===== config.mk =====
export PLATFORM = sky130hd
export DESIGN_NAME = pipe_fetch_flat
export DESIGN_NICKNAME = d
export VERILOG_FILES = /design/src/rtl/pipe_pkg.sv /design/src/rtl/pipe_fetch_if.sv /design/src/rtl/pipe_ifid_reg.sv /design/src/rtl/pipe_fetch.sv /design/src/flat_wrapper.sv
export SDC_FILE = /design/constraint.sdc
export NUM_CORES = 1
export LEC_CHECK = 0
export ABC_AREA = 1
export ABC_CLOCK_PERIOD_IN_PS = 2100
export BUFFER_PORTS_ARGS = -buffer_cell sky130_fd_sc_hd__buf_2
export CAP_MARGIN = 20
export CORE_MARGIN = 8
export CORE_UTILIZATION = 50
export DETAILED_ROUTE_END_ITERATION = 7
export PLACE_DENSITY = 0.85
export SLEW_MARGIN = 40
export SYNTH_ARGS = -nofsm -noshare
export SYNTH_HDL_FRONTEND = slang
export SYNTH_HIERARCHICAL = 1
export SYNTH_SLANG_ARGS = --single-unit

===== constraint.sdc =====
create_clock -name CLK -period 2.1 [get_ports CLK]
set_clock_uncertainty 0.15 [all_clocks]
set_input_delay 0.42 -clock CLK [delete_from_list [all_inputs] [get_ports CLK]]
set_output_delay 0.42 -clock CLK [all_outputs]
set_load 0.005 [all_outputs]

===== src/rtl/pipe_pkg.sv =====
// Shared definitions for the RV32I pipeline front end: fixed instruction
// words, the fetch-stage state encoding, base opcodes used by the ID-stage
// decoder, and a saturating increment helper.
package pipe_pkg;

    // Canonical NOP (addi x0, x0, 0) used as the IF/ID bubble
    localparam logic [31:0] NOP_INSTR   = 32'h0000_0013;
    // Halt sequence: addi x1, x0, 12 followed by jalr x0, 0(x1)
    localparam logic [31:0] HALT_INSTR0 = 32'h00c0_0093;
    localparam logic [31:0] HALT_INSTR1 = 32'h0000_8067;

    // RV32I base opcodes, shared with the ID-stage control decoder
    localparam logic [6:0] OPC_LUI    = 7'b0110111;
    localparam logic [6:0] OPC_AUIPC  = 7'b0010111;
    localparam logic [6:0] OPC_JAL    = 7'b1101111;
    localparam logic [6:0] OPC_JALR   = 7'b1100111;
    localparam logic [6:0] OPC_BRANCH = 7'b1100011;
    localparam logic [6:0] OPC_LOAD   = 7'b0000011;
    localparam logic [6:0] OPC_STORE  = 7'b0100011;
    localparam logic [6:0] OPC_OP_IMM = 7'b0010011;
    localparam logic [6:0] OPC_OP     = 7'b0110011;
    localparam logic [6:0] OPC_SYSTEM = 7'b1110011;

    // Fetch-stage controller states
    typedef enum logic [1:0] {
        BOOT = 2'd0,
        RUN  = 2'd1,
        HALT = 2'd2
    } fetch_state_e;

    // Increment that sticks at all-ones instead of wrapping
    function automatic logic [31:0] sat_inc(input logic [31:0] v);
        return (v == 32'hFFFF_FFFF) ? v : v + 32'd1;
    endfunction

endpackage


===== src/rtl/pipe_fetch_if.sv =====
// Fetch-stage bus: hazard/redirect inputs, instruction-memory port and the
// IF/ID register outputs. The master side is the fetch stage itself.
// Optional statistics counters appear when PIPE_FETCH_STATS_EN is defined.
//
// Handshake: there is no valid/ready flow control here. STALL and REDIRECT
// are level inputs sampled every rising edge; I_MEM_DI must be a
// combinational function of I_MEM_ADDR within the same cycle; VALID_IFID
// qualifies INSTR_IFID/PC_IFID and the consumer takes them whenever the
// stage is not stalled.
import pipe_pkg::*;

interface pipe_fetch_if #(
    parameter int IMEM_AW = 12
);
    logic                STALL;
    logic                REDIRECT;
    logic [31:0]         REDIRECT_PC;
    logic [31:0]         I_MEM_DI;
    logic [IMEM_AW-1:0]  I_MEM_ADDR;
    logic                I_MEM_CSN;
    logic [31:0]         INSTR_IFID;
    logic [31:0]         PC_IFID;
    logic                VALID_IFID;
    logic                HALTED;
    fetch_state_e        DBG_STATE;
`ifdef PIPE_FETCH_STATS_EN
    logic [31:0]         FETCH_CNT;
    logic [31:0]         SQUASH_CNT;
    logic [31:0]         STALL_CNT;

    modport master (
        input  STALL, REDIRECT, REDIRECT_PC, I_MEM_DI,
        output I_MEM_ADDR, I_MEM_CSN, INSTR_IFID, PC_IFID, VALID_IFID,
               HALTED, DBG_STATE, FETCH_CNT, SQUASH_CNT, STALL_CNT
    );
    modport slave (
        output STALL, REDIRECT, REDIRECT_PC, I_MEM_DI,
        input  I_MEM_ADDR, I_MEM_CSN, INSTR_IFID, PC_IFID, VALID_IFID,
               HALTED, DBG_STATE, FETCH_CNT, SQUASH_CNT, STALL_CNT
    );
`else
    modport master (
        input  STALL, REDIRECT, REDIRECT_PC, I_MEM_DI,
        output I_MEM_ADDR, I_MEM_CSN, INSTR_IFID, PC_IFID, VALID_IFID,
               HALTED, DBG_STATE
    );
    modport slave (
        output STALL, REDIRECT, REDIRECT_PC, I_MEM_DI,
        input  I_MEM_ADDR, I_MEM_CSN, INSTR_IFID, PC_IFID, VALID_IFID,
               HALTED, DBG_STATE
    );
`endif
endinterface


===== src/rtl/pipe_ifid_reg.sv =====
// IF/ID pipeline register. Flush (bubble) has priority over hold (stall);
// otherwise the incoming instruction and its PC are captured as valid.
import pipe_pkg::*;

module pipe_ifid_reg (
    input  logic        i_clk,
    input  logic        i_rst,
    input  logic        i_flush,
    input  logic        i_hold,
    input  logic [31:0] i_instr,
    input  logic [31:0] i_pc,
    output logic [31:0] o_instr,
    output logic [31:0] o_pc,
    output logic        o_valid
);

    logic [31:0] r_instr;
    logic [31:0] r_pc;
    logic        r_valid;

    // Bubble on reset/flush, keep on hold, else capture the fetched word
    always_ff @(posedge i_clk) begin
        if (i_rst) begin
            r_instr <= NOP_INSTR;
            r_pc    <= 32'h0;
            r_valid <= 1'b0;
        end else if (i_flush) begin
            r_instr <= NOP_INSTR;
            r_pc    <= 32'h0;
            r_valid <= 1'b0;
        end else if (!i_hold) begin
            r_instr <= i_instr;
            r_pc    <= i_pc;
            r_valid <= 1'b1;
        end
    end

    assign o_instr = r_instr;
    assign o_pc    = r_pc;
    assign o_valid = r_valid;

endmodule


===== src/rtl/pipe_fetch.sv =====
// Instruction-fetch stage: owns the PC, drives instruction memory, and feeds
// the IF/ID register. Handles stalls, EX-stage redirects and halt detection.
// Optional feature macro: PIPE_FETCH_STATS_EN (fetch/squash/stall counters).
import pipe_pkg::*;

module pipe_fetch #(
    parameter logic [31:0] RESET_PC = 32'h0000_0000,
    parameter int          IMEM_AW  = 12
) (
    input  logic          CLK,
    input  logic          RST,
    pipe_fetch_if.master  bus
);

    fetch_state_e r_state;
    fetch_state_e w_state_nxt;
    logic [31:0]  r_pc;
    logic [31:0]  w_pc_nxt;
    logic         w_flush;
    logic         w_hold;
    logic         w_csn;
    logic         w_halt_match;
    logic [31:0]  w_redirect_pc;
    logic [31:0]  w_ifid_instr;
    logic [31:0]  w_ifid_pc;
    logic         w_ifid_valid;

    // Redirect targets are word aligned; low two bits are discarded
    assign w_redirect_pc = bus.REDIRECT_PC & 32'hFFFF_FFFC;

    // The halt pair is recognised when the second word arrives behind the first
    assign w_halt_match = w_ifid_valid
                       && (w_ifid_instr == HALT_INSTR0)
                       && (bus.I_MEM_DI == HALT_INSTR1);

    // State and PC registers
    always_ff @(posedge CLK) begin
        if (RST) begin
            r_state <= BOOT;
            r_pc    <= RESET_PC;
        end else begin
            r_state <= w_state_nxt;
            r_pc    <= w_pc_nxt;
        end
    end

    // Next-state, next-PC and IF/ID control; REDIRECT beats STALL beats fetch
    always_comb begin
        w_state_nxt = r_state;
        w_pc_nxt    = r_pc;
        w_flush     = 1'b0;
        w_hold      = 1'b0;
        w_csn       = 1'b1;
        case (r_state)
            BOOT: begin
                w_flush     = 1'b1;
                w_state_nxt = RUN;
            end
            RUN: begin
                w_csn = 1'b0;
                if (bus.REDIRECT) begin
                    w_pc_nxt = w_redirect_pc;
                    w_flush  = 1'b1;
                end else if (bus.STALL) begin
                    w_hold = 1'b1;
                end else if (w_halt_match) begin
                    // JALR is captured normally; PC stays put from here on
                    w_state_nxt = HALT;
                end else begin
                    w_pc_nxt = r_pc + 32'd4;
                end
            end
            HALT: begin
                // Bubble loads on the first HALT edge and simply persists
                w_flush = 1'b1;
            end
            default: begin
                w_state_nxt = BOOT;
                w_flush     = 1'b1;
            end
        endcase
    end

    pipe_ifid_reg u_ifid (
        .i_clk   (CLK),
        .i_rst   (RST),
        .i_flush (w_flush),
        .i_hold  (w_hold),
        .i_instr (bus.I_MEM_DI),
        .i_pc    (r_pc),
        .o_instr (w_ifid_instr),
        .o_pc    (w_ifid_pc),
        .o_valid (w_ifid_valid)
    );

    assign bus.I_MEM_ADDR = r_pc[IMEM_AW-1:0];
    assign bus.I_MEM_CSN  = w_csn;
    assign bus.INSTR_IFID = w_ifid_instr;
    assign bus.PC_IFID    = w_ifid_pc;
    assign bus.VALID_IFID = w_ifid_valid;
    assign bus.HALTED     = (r_state == HALT);
    assign bus.DBG_STATE  = r_state;

`ifdef PIPE_FETCH_STATS_EN
    logic [31:0] r_fetch_cnt;
    logic [31:0] r_squash_cnt;
    logic [31:0] r_stall_cnt;

    // Event counters; only RUN edges count, so they freeze in BOOT and HALT
    always_ff @(posedge CLK) begin
        if (RST) begin
            r_fetch_cnt  <= 32'h0;
            r_squash_cnt <= 32'h0;
            r_stall_cnt  <= 32'h0;
        end else if (r_state == RUN) begin
            if (bus.REDIRECT)
                r_squash_cnt <= sat_inc(r_squash_cnt);
            else if (bus.STALL)
                r_stall_cnt  <= sat_inc(r_stall_cnt);
            else
                r_fetch_cnt  <= sat_inc(r_fetch_cnt);
        end
    end

    assign bus.FETCH_CNT  = r_fetch_cnt;
    assign bus.SQUASH_CNT = r_squash_cnt;
    assign bus.STALL_CNT  = r_stall_cnt;
`endif

endmodule


===== src/flat_wrapper.sv =====
// flat-port wrapper written by rule: the top's interface ports become plain ports
module pipe_fetch_flat 
#(
    parameter logic [31:0] RESET_PC = 32'h0000_0000,
    parameter int          IMEM_AW  = 12
)
  (CLK, RST, bus_STALL, bus_REDIRECT, bus_REDIRECT_PC, bus_I_MEM_DI, bus_I_MEM_ADDR, bus_I_MEM_CSN, bus_INSTR_IFID, bus_PC_IFID, bus_VALID_IFID, bus_HALTED, bus_DBG_STATE);
  pipe_fetch_if #(.IMEM_AW(IMEM_AW)) bus_i ();
  input  logic CLK;
  input  logic RST;
  input wire logic [$bits(bus_i.STALL)-1:0] bus_STALL;
  input wire logic [$bits(bus_i.REDIRECT)-1:0] bus_REDIRECT;
  input wire logic [$bits(bus_i.REDIRECT_PC)-1:0] bus_REDIRECT_PC;
  input wire logic [$bits(bus_i.I_MEM_DI)-1:0] bus_I_MEM_DI;
  output wire logic [$bits(bus_i.I_MEM_ADDR)-1:0] bus_I_MEM_ADDR;
  output wire logic [$bits(bus_i.I_MEM_CSN)-1:0] bus_I_MEM_CSN;
  output wire logic [$bits(bus_i.INSTR_IFID)-1:0] bus_INSTR_IFID;
  output wire logic [$bits(bus_i.PC_IFID)-1:0] bus_PC_IFID;
  output wire logic [$bits(bus_i.VALID_IFID)-1:0] bus_VALID_IFID;
  output wire logic [$bits(bus_i.HALTED)-1:0] bus_HALTED;
  output wire logic [$bits(bus_i.DBG_STATE)-1:0] bus_DBG_STATE;
  assign bus_i.STALL = bus_STALL;
  assign bus_i.REDIRECT = bus_REDIRECT;
  assign bus_i.REDIRECT_PC = bus_REDIRECT_PC;
  assign bus_i.I_MEM_DI = bus_I_MEM_DI;
  assign bus_I_MEM_ADDR = bus_i.I_MEM_ADDR;
  assign bus_I_MEM_CSN = bus_i.I_MEM_CSN;
  assign bus_INSTR_IFID = bus_i.INSTR_IFID;
  assign bus_PC_IFID = bus_i.PC_IFID;
  assign bus_VALID_IFID = bus_i.VALID_IFID;
  assign bus_HALTED = bus_i.HALTED;
  assign bus_DBG_STATE = bus_i.DBG_STATE;
  pipe_fetch #(.RESET_PC(RESET_PC), .IMEM_AW(IMEM_AW)) u_core (.CLK(CLK), .RST(RST), .bus(bus_i));
endmodule

# Yosys cells after proc, flatten, opt, wreduce, memory -nomap -nowiden
# Index checks and enable logic that the tools add are counted.
dict set report totals {
  register_bits 99
  in_bits 68
  output_inout_bits 81
  elab_cells 35
}
dict set report op_classes {
  addsub 1
  n_eq_ne 9
  mux 13
  n_bitwise 1
  n_reduce_logical 6
}
# cell n
set op_table {}
lappend op_table {{2-to-1 mux 32 bit} 3}
lappend op_table {{adder 32 x 3 -> 32 bit (second input constant)} 1}
lappend op_table {{equality test 32 x 16 -> 1 bit (second input constant)} 1}
lappend op_table {{equality test 32 x 24 -> 1 bit (second input constant)} 1}
lappend op_table {{2-to-1 mux 1 bit} 6}
lappend op_table {{2-to-1 mux 2 bit} 3}
lappend op_table {{inequality test 2 bit (second input constant)} 3}
lappend op_table {{one-hot mux 2 bit (3 select lines)} 1}
lappend op_table {{inequality test 2 x 1 -> 1 bit (second input constant)} 2}
lappend op_table {{AND reduction 4 bit} 1}
lappend op_table {{AND reduction 3 bit} 1}
lappend op_table {{equality test 2 x 1 -> 1 bit (second input constant)} 1}
lappend op_table {{equality test 2 bit (second input constant)} 1}
lappend op_table {{logical AND 1 bit} 2}
lappend op_table {{logical NOT 2 bit} 1}
lappend op_table {{OR reduction 2 bit} 1}
lappend op_table {{inverter 1 bit} 1}

# Depth between registers and ports, before layout
# Gate-level depths: netlist (run 1).
dict set report logic_depth {
  depth_word 7
  depth_mapped 12
  ltp_nobuf 12
}

# Hierarchy
# Netlist (run 1), hierarchy kept.
# module instances cells_per_inst area_per_inst_um2 seq_area_each_um2
set modules_own_cells {}
lappend modules_own_cells {pipe_fetch 1 610 3149.3 640.6}
lappend modules_own_cells {pipe_ifid_reg 1 403 2658.8 1301.2}

# Least setup slack after synthesis (run 1)
# OpenSTA, ideal clock, no wires.
dict set report synth_timing {
  kind {input to register}
  start {input bus_REDIRECT}
  end {register u_core.u_ifid.r_pc[25] (netlist: u_core/u_ifid/o_pc[25])}
  setup_time_ns 0.113
  arrival_time_ns 1.541
  slack_ns 0.296
  stages 10
  cell_sequence {clkbuf_1 > inv_1 > buf_2 > nand2_1 > nor2_1 > buf_4 > buf_6 > buf_6 > nor2_1 > nor2_1}
}
dict set report synth_via {
  elab_cells_between_ends 5
  cone_classes {mux: 4; reduce/logical: 1}
}
# element line
set synth_lines {}
lappend synth_lines {{start, declared} flat_wrapper.sv:12} ;# input wire logic [$bits(bus_i.REDIRECT)-1:0] bus_REDIRECT;
lappend synth_lines {{2-to-1 mux 1 bit} pipe_fetch.sv:61} ;# if (bus.REDIRECT) begin
lappend synth_lines {{2-to-1 mux 1 bit} pipe_fetch.sv:54} ;# case (r_state)
lappend synth_lines {{via u_core.w_hold} pipe_fetch.sv:20} ;# logic w_hold;
lappend synth_lines {{end signal, assigned} pipe_ifid_reg.sv:33} ;# r_pc <= i_pc;
lappend synth_lines {{end, declared} pipe_ifid_reg.sv:18} ;# logic [31:0] r_pc;
# The timed path passes the listed nets, and every way through them passes these cells.
# A chain may end at the register's enable or synchronous reset.

# Worst setup path in the final report (run 1)
dict set report layout_timing {
  start {register u_core.r_pc[2]}
  end {register u_core.r_pc[20]}
}
dict set report layout_via {
  elab_chain_cells 4
}
# element line
set layout_rtl {}
lappend layout_rtl {{start, declared} pipe_fetch.sv:17} ;# logic [31:0] r_pc;
lappend layout_rtl {{start signal, assigned} pipe_fetch.sv:43} ;# r_pc <= w_pc_nxt;
lappend layout_rtl {{adder 32 x 3 -> 32 bit} pipe_fetch.sv:70} ;# w_pc_nxt = r_pc + 32'd4;
lappend layout_rtl {{2-to-1 mux 32 bit} pipe_fetch.sv:66} ;# end else if (w_halt_match) begin
lappend layout_rtl {{2-to-1 mux 32 bit} pipe_fetch.sv:64} ;# end else if (bus.STALL) begin
lappend layout_rtl {{2-to-1 mux 32 bit} pipe_fetch.sv:61}
# No other way between the ends. The select of a mux whose other input is x is not followed.

==> results of run 1 <==
-- cell type report --
class | instances | area [um^2] | share of cell area
Multi-Input combinational cell | 739 | 3057 | 0.4438
Sequential cell | 97 | 1942 | 0.2819
Timing Repair Buffer | 168 | 963.4 | 0.1399
Inverter | 125 | 469.2 | 0.06812
Clock buffer | 12 | 246.5 | 0.03579
Tap cell | 143 | 178.9 | 0.02598
Clock inverter | 4 | 28.78 | 0.004178
Antenna cell | 1 | 2.502 | 0.0003633
-- metrics by stage --
stage                     cells  utilization  hold slack [ps]
after floorplan            1016            -            313.0
after global placement     1272       0.5809            322.7
after detailed placement   1272       0.5809            334.1
after CTS                  1288       0.6052            133.5
after global routing       1289       0.6058            139.0
final                      1289       0.6058            147.9
-- critical path, stage by stage, from the launching register on --
cell     delay (ps)
dfxtp_1         370
ha_1            200
nand2_1          80
nor2_1          200
nand2_2         140
nor2_2          240
nand3_1         110
nand3_1         100
nand2_1          50
a21oi_1         120
nor2_1           60
-- cell families (layout without fill, tap and decap cells) --
| group | count (synthesis) | after routing | share of synthesized area |
|---|---|---|---|
| and+or+nand+nor | 679 | 679 | 0.4651 |
| buffers and inverters | 180 | 309 | 0.1443 |
| adders and majority gates | 1 | 1 | 0.002154 |
| DFF | 97 | 97 | 0.3343 |
| other | 1 | 5 | 0.0006457 |
| xor gates and xnor gates | 5 | 5 | 0.007540 |
| AOI/OAI and AO/OA | 50 | 50 | 0.04589 |
-- sequential cells by signal, summed over array words and instances, names as in the netlist --
| signal | cells |
|---|---|
| u_core/bus.DBG_STATE | 2 |
| u_core/r_pc | 30 |
| u_core/u_ifid/o_pc | 32 |
| u_core/u_ifid/o_valid | 1 |
| u_core/u_ifid/o_instr | 32 |
-- per-layer routing --
layer / up-vias / wire, um / GRT usage
met3: 20 / 1390 / 0.05304
li1: 3277 / - / -
met1: 2650 / 6976 / 0.2629
met2: 214 / 7526 / 0.3556
met4: 0 / 228 / 0.06245
met5: - / 0 / 0
-- worst paths after layout --
path,end,slack (ps),depth (start not counted)
min reg2reg,u_core/u_ifid/o_instr[0]$_SDFFE_PP1N_,350,2
min,u_core/bus.DBG_STATE[1]$_SDFFE_PP0P_,150,2
max reg2reg,u_core/r_pc[20]$_SDFFE_PP0P_,170,10
max,u_core/r_pc[20]$_SDFFE_PP0P_,170,10
-- timing repair --
item,CTS,global route
endpoints found under the setup margin,0,6
resized for setup,0,3
endpoints found under the hold margin,0,0
-- report_power, final --
group | internal, uW | switching (uW) | leakage, uW
Combinational | 323 | 463 | 0.00237
Clock | 837 | 710 | 0.000129
Sequential | 1930 | 88.7 | 0.000792
Total | 3090 | 1260 | 0.00329
-- cells in the final DEF, fill, tap and decap left out, drive strengths merged --
cell,netlist,final
nand2,335,335
nor2,267,267
buf,46,168
inv,125,125
dfxtp,97,97
nand3,62,62
a21oi,31,31
clkbuf,9,12
o21ai,10,10
nand4,9,9
a31oi,6,6
xor2,5,5
conb,1,4
nand3b,3,3
clkinvlp,0,2
clkinv,0,2
diode,0,1
or2,1,1
nor3,1,1
and3,1,1
a22o,1,1
o211ai,1,1
ha,1,1
o21a,1,1
==> reports/metrics.csv, run 1 <==
stage;metric;value;unit
status;status;completed;
setup_path;CP endpoint kind;flip-flop;
cts;H-tree Lvls;3;
power_and_ir_drop;Cell Pwr Density;632.1;nW/um^2
cts;CTS tree;yes;
yosys;mean area per synthesized cell;5.734;um^2
cts;Worst-path clk slew;70;ps
global_route;global-route wire length before repair;26.25;mm
worst_hold_path;HP Class;in -> reg;
cts;Sink Count;97;
cts;Max clock buf depth;2;
die;io pins;149;
placed_design;Post-Place Setup Slack;127.9;ps
sta;setup ws final;174.3;ps
setup_path;CP Launch Type;flip-flop;
yosys;leading area contributor after synthesis;dfxtp_1;
power_and_ir_drop;total power;4354;uW
routing;DRC;0;
yosys;Warnings, synthesis;6;
die;die width;123.8;um
die;Core ar.;11370;um^2
sta;Hold Vio Cnt, Final;0;
yosys;FF+latch count, synth;97;
routing;antenna-violating nets left;0;
setup_path;Worst setup startpoint;u_core/r_pc[2]$_SDFFE_PP0P_;
yosys;share of the synthesized area in the top cell type;0.3343;
sta;RSZ-0062 raised after global routing;true;
placed_design;RD Place Congestion;0.9764;
placed_design;IO Port Bufs;144;
routing;routed wire length;16.12;mm
job;Max Cap Viol;0;
sta;setup TNS;0;ps
layout;P&R area growth vs syn;18.59;%
yosys;Post-synth ARST share;0;
global_route;global-route congestion overflow total;0;
routing;1st-pass router iterations;5;
die;FP Rows;39;
routing;initial drt markers;513;
power_and_ir_drop;maximum vdd drop;0.4567;mV
setup_path;Critical Path Fanout Max;5;
setup_path;Arr. time, crit path;2020;ps
cts;post-CTS setup buffers;0;
power_and_ir_drop;Pleak;0.003287;uW
yosys;cell with the most instances after synthesis;nand2_1;
cts;CTS hold repair buffers;0;
placed_design;DP Area;6605;um^2
die;die area;15320;um^2
global_route;vias in the first global route;5597;
cts;Clock Latency Late Sink;350;ps
placed_design;DPL Wire Length;12.04;mm
layout;share of layout cells above drive strength 1;0.1694;
yosys;ys flop type;dfxtp_1;
sta;final setup fails;0;
layout;Fill cells;1113;
yosys;Seq/Total Area, Yosys;0.3343;
cts;number of buffers created by CTS;9;
sta;Final Max Slew Viols;0;
yosys;Post-Syn Area;5808;um^2
yosys;Syn Inst Count;1013;
routing;vias per inst;4.780;
global_route;global-route usage over all layers;0.2120;
setup_path;critical setup path kind;reg -> reg;
setup_path;Req. time, crit path;2190;ps
routing;drt wl/cell;12.51;um
yosys;Post-synth EDFFs;0;
yosys;synth cell count leaders;nand2_1 (333), nor2_1 (262), inv_1 (125);
routing;Via Count;6161;
die;Starting Density;0.5108;
yosys;Netlist cell types;29;
die;die height;123.8;um
sta;Final min period;1926;ps
global_route;pin count of the biggest net entering global routing;60;
layout;Final Net Count;1209;
sta;ratio of final minimum period to clock period;0.9170;
sta;f_max;0.5193;GHz
global_route;initial antenna violation count;1;
worst_hold_path;HP Start;RST;
setup_path;worst flop-to-flop path startpoint;u_core/r_pc[2]$_SDFFE_PP0P_;
layout;design area;6888;um^2
yosys;top post-synthesis cells by area;dfxtp_1 (33%), nand2_1 (22%), nor2_1 (17%), inv_1 (8.1%), nand3_1 (5.3%);
cts;Root Driver;clkbuf_16;
No activity file was read; power rests on OpenSTA's default activity.
==> inputs of run 2 (changes only) <==
- CORE_UTILIZATION: 50 -> 39
- PLACE_DENSITY: 0.85 -> 0.71
- REMOVE_ABC_BUFFERS: not set -> 1
==> run 2 against run 1 <==
Core utilization decreased by 12 points. Setup slack worse by 11 ps. Maximum frequency down 0.55%. First-iteration DRC count fell by 19%. Non-clock buffer count shrank 2. Via count rose by 0.68%. Critical path depth up 1. Combinational power decreased by 1%. Critical path type unchanged. Largest cell class unchanged. Largest power group unchanged.
==> reports/metrics.csv, run 2 (synthesis results as in run 1) <==
stage;metric;value;unit;change
layout;Final Net Count;1207;;was 1,209
routing;drt wl/cell;12.84;um;was 12.51 um
routing;Via Count;6203;;was 6,161
die;FP Rows;44;;was 39
layout;Final Non-Filler Cells;1327;;was 1,289
power_and_ir_drop;total power;4549;uW;was 4354 uW
routing;1st-pass router iterations;5;;unchanged
layout;Fill cells;1564;;was 1,113
status;status;completed;;unchanged
routing;initial drt markers;416;;was 513
routing;DRC;0;;unchanged
die;die height;138.0;um;was 123.8 um
placed_design;IO Port Bufs;144;;unchanged
power_and_ir_drop;Pleak;0.003308;uW;was 0.003287 uW
layout;commonest non-fill, non-tap cell in the layout;nand2_1;;unchanged
power_and_ir_drop;Cell Pwr Density;650.0;nW/um^2;was 632.1 nW/um^2
die;Core ar.;14530;um^2;was 11,370 um^2
sta;Final Max Slew Viols;0;;unchanged
layout;most frequent cells in the layout;nand2_1 (331), nor2_1 (260), buf_2 (144);;was nand2_1 (332), nor2_1 (260), buf_2 (144)
global_route;global-route usage over all layers;0.1739;;was 0.2120
cts;Root Driver;clkbuf_16;;unchanged
sta;Final min period;1936;ps;was 1926 ps
placed_design;placed cells;1311;;was 1,272
cts;Sink Count;97;;unchanged
global_route;global-route congestion overflow total;0;;unchanged
global_route;global-route wire length before repair;28.01;mm;was 26.25 mm
layout;Util after Layout;0.4816;;was 0.6058
die;die width;138.0;um;was 123.8 um
global_route;vias in the first global route;5774;;was 5,597
sta;Hold Vio Cnt, Final;0;;unchanged
setup_path;Arr. time, crit path;2030;ps;was 2020 ps
job;Max Cap Viol;0;;unchanged
setup_path;Req. time, crit path;2190;ps;about the same
cts;H-tree Lvls;3;;unchanged
sta;final setup fails;0;;unchanged
cts;Clock Latency Late Sink;350;ps;about the same
routing;antenna-violating nets left;0;;unchanged
sta;f_max;0.5164;GHz;was 0.5193 GHz
worst_hold_path;HP Class;in -> reg;;unchanged
layout;P&R area growth vs syn;20.51;%;was 18.59%
cts;Max clock buf depth;2;;unchanged
setup_path;CP Launch Type;flip-flop;;unchanged
die;die area;19050;um^2;was 15,320 um^2
placed_design;RD Place Congestion;0.9156;;was 0.9764
cts;CTS hold repair buffers;0;;unchanged
sta;ratio of final minimum period to clock period;0.9221;;was 0.9170
setup_path;critical setup path kind;reg -> reg;;unchanged
sta;setup TNS;0;ps;unchanged
routing;vias per inst;4.674;;was 4.780
layout;share of layout cells above drive strength 1;0.1697;;was 0.1694
die;Starting Density;0.3996;;was 0.5108
cts;Worst-path clk slew;70;ps;about the same
setup_path;Critical Path Fanout Max;6;;was 5
power_and_ir_drop;maximum vdd drop;0.4773;mV;was 0.4567 mV
global_route;pin count of the biggest net entering global routing;60;;unchanged
cts;number of buffers created by CTS;9;;unchanged
setup_path;CP endpoint kind;flip-flop;;unchanged
cts;post-CTS setup buffers;0;;unchanged
layout;Antenna Cells;0;;was 1
global_route;initial antenna violation count;0;;was 1
cts;CTS tree;yes;;unchanged
die;io pins;149;;unchanged
placed_design;DPL Wire Length;12.72;mm;was 12.04 mm
routing;routed wire length;17.04;mm;was 16.12 mm
-- run 2: changes by cell type in the layout (fill, tap and decap cells not counted), sizes merged --
cell and delta:
diode -1, inv +1, clkbuf -1, buf -2
bufinv +1, clkinv -1
-- run 2: final timing paths --
path	start	end	slack (ps)	depth (start not counted)
max	u_core/r_pc[10]$_SDFFE_PP0P_	u_core/r_pc[26]$_SDFFE_PP0P_	160	11
min	RST	u_core/bus.DBG_STATE[1]$_SDFFE_PP0P_	140	2
min reg2reg	u_core/u_ifid/o_instr[4]$_SDFFE_PP1N_	u_core/u_ifid/o_instr[4]$_SDFFE_PP1N_	350	2
max reg2reg	u_core/r_pc[10]$_SDFFE_PP0P_	u_core/r_pc[26]$_SDFFE_PP0P_	160	11
-- run 2: routing by layer --
metal  track usage  part of all wire  vias up
li1              -                 -     3282
met5             0                 0        -
met1        0.2107              0.44     2704
met3       0.04726             0.068       14
met4       0.04805             0.010        0
met2        0.2952              0.48      203
-- run 2: power breakdown --
group          leakage (uW)  internal [uW]  switching [uW]
logic               0.00237            321             457
clock network      0.000148            995             749
registers          0.000792           1930            95.7
-- run 2: timing repair --
item / CTS / global route
endpoints found under the setup margin: 0 / 10
gates resized for setup: 0 / 5
hold endpoints to repair: 0 / 0
-- run 2: through the flow --
stage	setup WS (ps)	area, um^2	hold WS, ps
after global placement	97.34	6666	326.0
after detailed placement	79.46	6666	329.7
after floorplan	-3789	5450	313.0
after CTS	118.1	6982	128.0
final	163.6	6999	139.2
after global routing	-1.186	6999	134.0
-- run 2: final cells by class --
type                       count  area [um^2]  share of cell area
clock buffer                  11        252.7             0.03611
clock inverter                 5        62.56            0.008938
inverter                     125        469.2             0.06704
multi-input combinational    739         3069              0.4385
sequential                    97         1942              0.2774
tap                          184        230.2             0.03289
timing repair buffer         166        973.4              0.1391
-- run 2: worst max-delay path: stages (launching register included) --
cell and delay [ps]:
dfxtp_1 430, nand2_1 180, nor2_1 290, nand2_1 150
nor2_1 180, nand2_1 70, nand2_1 60, nand2_1 50
nand2_1 60, nand2_1 50, a21oi_1 110, nor2_1 60
